==> src/rtl/booth_r4_seq_mult.sv <==
// Sequential radix-4 modified-Booth multiplier, signed or unsigned per operation.
// One Booth digit is retired per clock; the product is held until the next completion.
module booth_r4_seq_mult #(
  parameter int WIDTH = 8
) (
  input  logic               clk,
  input  logic               rst,
  input  logic               load,
  input  logic               tc,
  input  logic [WIDTH-1:0]   a,
  input  logic [WIDTH-1:0]   b,
  output logic [2*WIDTH-1:0] prod,
  output logic               busy,
  output logic               done
);

  localparam int EW = WIDTH + 2;        // extended operand width
  localparam int PW = WIDTH + 3;        // partial-product / add window width
  localparam int LW = WIDTH + 2;        // retired low bits below the add window
  localparam int AW = PW + LW;          // full accumulator width
  localparam int D  = WIDTH / 2 + 1;    // Booth digits per operation
  localparam int CW = $clog2(D + 1);

  typedef enum logic [1:0] {
    IDLE = 2'd0,
    RUN  = 2'd1,
    DONE = 2'd2
  } state_t;

  state_t          state;
  state_t          state_next;
  logic [EW-1:0]   m_reg;
  logic [EW:0]     q_reg;
  logic [AW-1:0]   acc;
  logic [CW-1:0]   cnt;

  logic            accept;
  logic            last_digit;
  logic [EW-1:0]   ext_a;
  logic [EW-1:0]   ext_b;
  logic [PW-1:0]   m_ext;
  logic [PW-1:0]   m_dbl;
  logic [PW-1:0]   pp;
  logic [PW-1:0]   upper_sum;
  logic [AW-1:0]   acc_add;
  logic [AW-1:0]   acc_step;

  // Handshake: load is taken on any rising edge where the block is not in RUN
  // (IDLE or DONE); busy is high exactly in RUN, done exactly in DONE, and prod
  // changes only on the edge that enters DONE.
  assign accept     = load && (state != RUN);
  assign last_digit = (cnt == CW'(D - 1));
  assign busy       = (state == RUN);
  assign done       = (state == DONE);

  always_comb begin
    ext_a = tc ? {{2{a[WIDTH-1]}}, a} : {2'b00, a};
    ext_b = tc ? {{2{b[WIDTH-1]}}, b} : {2'b00, b};
  end

  // Booth digit selection from the multiplier triplet {q[2],q[1],q[0]}
  always_comb begin
    m_ext = {m_reg[EW-1], m_reg};
    m_dbl = {m_reg, 1'b0};
    pp    = '0;
    case (q_reg[2:0])
      3'b001, 3'b010: pp = m_ext;
      3'b011:         pp = m_dbl;
      3'b100:         pp = ~m_dbl + PW'(1);
      3'b101, 3'b110: pp = ~m_ext + PW'(1);
      default:        pp = '0;
    endcase
  end

  always_comb begin
    upper_sum = acc[AW-1 -: PW] + pp;
    acc_add   = {upper_sum, acc[LW-1:0]};
    acc_step  = {{2{acc_add[AW-1]}}, acc_add[AW-1:2]};
  end

  always_comb begin
    state_next = state;
    case (state)
      IDLE:    if (load) state_next = RUN;
      RUN:     if (last_digit) state_next = DONE;
      DONE:    state_next = load ? RUN : IDLE;
      default: state_next = IDLE;
    endcase
  end

  always_ff @(posedge clk or negedge rst) begin
    if (!rst) begin
      state <= IDLE;
    end else begin
      state <= state_next;
    end
  end

  // The add window sits above LW retired bits, so after D two-bit shifts the
  // full product lands in the low bits of the accumulator without truncation.
  always_ff @(posedge clk or negedge rst) begin
    if (!rst) begin
      m_reg <= '0;
      q_reg <= '0;
      acc   <= '0;
      cnt   <= '0;
      prod  <= '0;
    end else if (accept) begin
      m_reg <= ext_a;
      q_reg <= {ext_b, 1'b0};
      acc   <= '0;
      cnt   <= '0;
    end else if (state == RUN) begin
      acc   <= acc_step;
      q_reg <= q_reg >> 2;
      cnt   <= cnt + CW'(1);
      if (last_digit) begin
        prod <= acc_step[2*WIDTH-1:0];
      end
    end
  end

endmodule
==> config.mk <==
export PLATFORM = sky130hd
export DESIGN_NAME = booth_r4_seq_mult
export DESIGN_NICKNAME = d
export VERILOG_FILES = /design/src/rtl/booth_r4_seq_mult.sv
export SDC_FILE = /design/constraint.sdc
export NUM_CORES = 1
export LEC_CHECK = 0
export BUFFER_PORTS_ARGS = -buffer_cell sky130_fd_sc_hd__buf_4
export CAP_MARGIN = 40
export CORE_ASPECT_RATIO = 0.6
export CORE_MARGIN = 2
export CORE_UTILIZATION = 45
export DETAILED_ROUTE_END_ITERATION = 6
export REMOVE_ABC_BUFFERS = 1
export SLEW_MARGIN = 20
export SYNTH_ARGS = -nofsm -noshare
export SYNTH_HDL_FRONTEND = slang
export SYNTH_SLANG_ARGS = --single-unit
==> constraint.sdc <==
create_clock -name clk -period 3.9 [get_ports clk]
set_input_delay 0.585 -clock clk [delete_from_list [all_inputs] [get_ports clk]]
set_output_delay 0.585 -clock clk [all_outputs]
set_load 0.02 [all_outputs]
# --- Yosys cells after proc, flatten, opt, wreduce, memory -nomap -nowiden ---
# Cells that the tools add are included.
totals:
  ff_bits: 63
  inputBits: 20
  output_inout_bits: 18
  elab_cells: 45
op_classes:
  add_sub_neg: 4
  n_eq_ne: 12
  n_mux: 13
  n_bitwise: 3
  n_reduce_logical: 7
ops:
  columns: ["cell", "count"]
  rows:
  - ["$pmux 11 s4", 1]
  - ["$mux 21", 2]
  - ["$add 11x1->11 const B", 2]
  - ["$mux 11", 2]
  - ["$not 11->11", 2]
  - ["$mux 10", 2]
  - ["$eq 3x3->1 const B", 4]
  - ["$add 11x11->11", 1]
  - ["$eq 3x2->1 const B", 2]
  - ["$mux 3", 2]
  - ["$pmux 2 s3", 1]
  - ["$mux 2", 2]
  - ["$ne 2x1->1 const B", 2]
  - ["$reduce_or 2->1", 2]
  - ["$add 3x1->3 const B", 1]
  - ["$eq 3x1->1 const B", 1]
  - ["$reduce_and 3->1", 1]
  - ["$eq 2x1->1 const B", 1]
  - ["$eq 2x2->1 const B", 1]
  - ["$logic_not 2->1", 1]
  - ["$ne 2x2->1 const B", 1]
  - ["$reduce_and 2->1", 1]
  - ["$reduce_bool 2->1", 1]
  - ["$logic_and 1x1->1", 1]
  - ["other kinds (2)", 2]

# --- Longest topological paths before layout ---
logic_depth:
  ltp_word: 6
  mapped_depth: 14
  mapped_depth_nobuf: 14

# --- Worst setup path before layout ---
# No wires, ideal clock.
synth_timing:
  path_kind: "register -> register"
  start: "reg m_reg[2]"
  end: "reg acc[19]"
  setup_ns: 0.087
  arrival_ns: 2.797
  required_ns: 3.813
  setup_slack_ns: 1.016
  stages_incl_launch_ff: 15
  n_path_buf: 1
  synth_period_minus_slack_ns: 2.884
  cell_sequence: "dfrtp_1 > buf_6 > or2_0 > or4_4 > nor3_2 > xnor2_1 > a221oi_1 > a21oi_1 > ha_1 > nand2_1 > nor3_1 > o31a_1 > nor2_1 > xor2_1 > o211ai_1"
synth_between:
  elab_chain_cells: 6
  elab_cells_between_ends: 8
  cone_classes: "add/sub (3); mux (3); bitwise (2)"
synth_lines:
  columns: ["element", "line_no", "text"]
  rows:
  - ["from (decl)", "32", "logic [EW-1:0] m_reg;"]
  - ["from (signal assigned)", "109", "m_reg <= ext_a;"]
  - ["$not 11->11 (on tied branches)", "70, 69", null]
  - ["$add 11x1->11 (on tied branches)", "70, 69", null]
  - ["$pmux 11 s4 *", "66", "case (q_reg[2:0])"]
  - ["$add 11x11->11 *", "76", "upper_sum = acc[AW-1 -: PW] + pp;"]
  - ["$mux 21 *", "113", "end else if (state == RUN) begin"]
  - ["$mux 21 *", "108", "end else if (accept) begin"]
  - ["to (signal assigned)", "114", "acc <= acc_step;"]
  - ["to (decl)", "34", "logic [AW-1:0] acc;"]
# Every way passes the cells marked *; elsewhere a longest branch is shown, timed or not. The select of a mux whose other input is x is not followed.
# A chain may end at the register's enable or synchronous reset.

# --- Worst setup path after layout ---
# Same ends and word-level chain as after synthesis.

==> results.txt <==
- The flow ran to the end, and the final reports show no timing, DRC or antenna violations.
- RSZ-0062 raised after global routing: false
* Classification of the worst-slack hold path: in -> async
- CTS tree: done
* Pre-CTS setup slack: 0.686 ns
- Hold buffers post-CTS: 0
* Total number of H-tree levels: 3
* Number of warnings issued by yosys: 0
- Core Area: 7270 um^2
* Gr busiest metal: met1
* Clock tree skew after final layout: 0.00568 ns
- CTS clock-pin slew for the worst setup and hold paths: 0.05 ns
- IO buf count: 37
- Area growth from synthesis to final layout: 19.1%
- Wire length of the first global-routing pass: 12900 um
- After detailed placement, the total cell area comes to 3710 um^2.
* Final count of hold timing violations: 0
- For this design the static power due to leakage is 1.84 nW.
* Pwr Density: 1040 nW/um^2
- For the worst setup path, the data required time is 4.15 ns.
- Clock tree synthesis inserted a total of 9 buffers.
* Crit. End Element: register
- In this run the worst path has a maximum fanout of 9.
* Commonest non-fill, non-tap cells in the layout: sky130_fd_sc_hd__dfrtp_1, sky130_fd_sc_hd__nand2_1, sky130_fd_sc_hd__buf_4, sky130_fd_sc_hd__o21ai_0
* Sequential area share after synthesis: 42.3%
- For this run, design rule violations remaining after detail routing come to 0.
- Worst slew pin tran: 0.730 ns
- The worst setup path is launched from a register.
* Post-synthesis instance area: 3370 um^2
- 38 I/O pins were placed.
* Number of antenna violations at the first check in global routing: 0
* Number of antenna diodes: 0
- Final-layout setup total negative slack: 0 ns
- The worst setup path is of the reg -> reg kind.
- The initial utilization of the core area, before any placement, comes to 46.3%.
* Area taken by multi-input logic gates: 1780 um^2
- Dividing the detail-routed via count by the number of cells gives 5.43.
- Once detail routing completed, the nets flagged for antenna violations numbered 0.
- Setup violations remaining at the end of the flow were counted as 0.
- Pre-antenna DRT Iters: 4
* Number of buffers between clock root and the deepest sink: 2
- The tree is rooted in a sky130_fd_sc_hd__clkbuf_16.
- Global routing used 30.2% of the available met1 tracks.
- Cells with a size suffix above 1 make up 20.2% of the layout.
* Worst vdd rail ir drop: 0.000348 V
* Number of rows created at floorplan: 24
- Headroom to the max-slew limit came out at 51.3%.
- Of all flip-flops after synthesis, the portion carrying an async set or reset was 100%.
* GR met3 Demand/Resource: 5.66%
* Post-synthesis sequential element count: 57
- Leading register cell type out of synthesis: sky130_fd_sc_hd__dfrtp_1
- Data on the critical path arrives at its endpoint at 3.51 ns.
- Floorplan die width: 116 um
* Congestion Overflow GR: 0
- The library cell used most frequently in the layout, excluding fill and tap cells, is sky130_fd_sc_hd__dfrtp_1.
- Final WL: 7620 um
- Met2 track demand over resource in global routing: 27.8%
- Sum of net half-perimeters after detailed placement: 5280 um
* Via count of the first global-routing pass: 2577
- The tree built by TritonCTS fans out to 57 sinks.
* Net count of the finished layout: 430
- Subtracting the final worst setup slack from the clock period gives 3.26 ns.
* Maximum number of pins on one net before global-route repair: 58
* Achievable frequency: 307 MHz
- Fill cells in the final layout number 684.
- Registers take 1430 um^2.
- The number of different library cells used by synthesis comes to 58.
- At the end of routability-driven placement, the weighted congestion stood at 0.884.
- Max-cap violations in this run came to 0.
- Post-synth EDFFs: 0
- The worst path meets setup with 0.639 ns of slack.
- Global routing usage summed across all routing layers: 20.2%
* Cells after Synth: 364
- Iter 0 DRT Violations: 191
- The register with the most flip-flops in the layout has 17 of them.
- Clock latency on the worst-skew pair, taken at its later pin, is 0.33 ns.
* Mean instance size in the synthesized netlist: 9.25 um^2
- CTS resizes: 0
- The detailed router placed 2743 vias in this run.
- Summing all non-filler instances in the final layout gives an area of 4010 um^2.
- The die covers 8220 um^2.
* Number of setup buffers added after CTS: 0
- In the final routed layout, each cell accounts on average for 15.1 um.
* Fin crit share: 83.6%
- Max Slew Vio Count: 0
- Floorplan die height: 71.0 um
==> metrics by stage <==
| step | power [mW] | hold slack [ns] | std cells | utilization (%) |
|---|---|---|---|---|
| 6_report | 4.18 | 0.323 | 505 | 55.2 |
| 5_1_grt | 4.55 | 0.381 | 505 | 55.2 |
| 4_1_cts | 4.21 | 0.343 | 505 | 55.2 |
| 3_5_place_dp | 3.39 | 0.471 | 489 | 51.1 |
| 3_3_place_gp | 3.34 | 0.462 | 488 | 50.9 |
| 2_1_floorplan | 2.73 | 0.289 | 343 | - |
==> logic make-up (layout without fill, tap and decap cells) <==
| family | count (synthesis) | after routing | share of synthesized area, % |
|---|---|---|---|
| xor+xnor | 15 | 15 | 3.90 |
| buf+inv | 35 | 72 | 4.75 |
| mux | 30 | 30 | 9.66 |
| compound gates | 93 | 93 | 17.0 |
| flops | 57 | 57 | 42.3 |
| fa+ha+maj | 14 | 14 | 5.42 |
| simple gates | 120 | 120 | 16.9 |
==> cell usage after synthesis (3+ instances only) <==
library cell               instances  area (um^2)
sky130_fd_sc_hd__mux2i_1          10          100
sky130_fd_sc_hd__nor2_1           16         60.1
sky130_fd_sc_hd__nand2_1          50          188
sky130_fd_sc_hd__xnor2_1           9         78.8
sky130_fd_sc_hd__nor3_1            9         45.0
sky130_fd_sc_hd__o21bai_1          3         22.5
sky130_fd_sc_hd__a21oi_1          19         95.1
sky130_fd_sc_hd__mux2_2           20          225
sky130_fd_sc_hd__nand2b_1          4         25.0
sky130_fd_sc_hd__ha_1             13          163
sky130_fd_sc_hd__nor2b_1           5         31.3
sky130_fd_sc_hd__clkbuf_1         14         52.6
sky130_fd_sc_hd__nand3_1          20          100
sky130_fd_sc_hd__xor2_1            6         52.6
sky130_fd_sc_hd__o211ai_1          3         22.5
sky130_fd_sc_hd__o21ai_0          35          175
sky130_fd_sc_hd__buf_1             3         11.3
sky130_fd_sc_hd__a21boi_0          3         22.5
sky130_fd_sc_hd__inv_1            13         48.8
sky130_fd_sc_hd__o21a_1            3         22.5
sky130_fd_sc_hd__a22oi_1           4         30.0
sky130_fd_sc_hd__a21o_1            4         30.0
sky130_fd_sc_hd__dfrtp_1          57         1430
==> worst max-delay path, stage by stage, from the launching register on <==
cell and delay, ns:
sky130_fd_sc_hd__dfrtp_1 0.47, sky130_fd_sc_hd__or2_0 0.28, sky130_fd_sc_hd__or4_4 0.48, sky130_fd_sc_hd__nor3_2 0.16, sky130_fd_sc_hd__xnor2_1 0.13, sky130_fd_sc_hd__a221oi_1 0.26
sky130_fd_sc_hd__a21oi_1 0.08, sky130_fd_sc_hd__ha_1 0.38, sky130_fd_sc_hd__nand2_1 0.09, sky130_fd_sc_hd__nor3_1 0.20, sky130_fd_sc_hd__o31a_1 0.23, sky130_fd_sc_hd__nor2_1 0.07
sky130_fd_sc_hd__xor2_1 0.18, sky130_fd_sc_hd__o211ai_1 0.16
==> layout make-up <==
class                   instances  share of cell area, %
multi-input cells             272                   44.4
flip-flops and latches         57                   35.6
repair buffers                 42                   8.05
clock buffers                  11                   6.05
well taps                     104                   3.24
clock inverters                 5                   1.37
inverters                      14                   1.31
==> metal layers <==
metal  routed length [um]  part of all wire, %  vias up
met2                 3120                   41       64
li1                     -                    -     1359
met3                  400                  5.2       11
met5                    0                    0        -
met4                  123                  1.6        0
met1                 3980                   52     1309
==> path summary, 6_finish.rpt <==
path / slack (ns) / startpoint / depth (start not counted) / end
setup / recovery: 0.64 / m_reg[2] / 13 / acc[19]
hold / removal: 0.32 / rst / 1 / m_reg[1]
setup reg to reg: 0.64 / m_reg[2] / 13 / acc[19]
hold reg to reg: 0.47 / prod[13] / 2 / prod[13]
max in group asynchronous: 3.10 / rst / 1 / prod[2]
min in group clk: 0.47 / prod[13] / 2 / prod[13]
==> power breakdown <==
| group | total, mW | switching, mW | leakage (nW) | internal [mW] |
|---|---|---|---|---|
| clock network | 0.778 | 0.270 | 0.142 | 0.508 |
| registers | 1.18 | 0.300 | 0.709 | 0.881 |
| logic | 2.22 | 1.25 | 0.986 | 0.969 |
(Power assumes the default switching activity.)
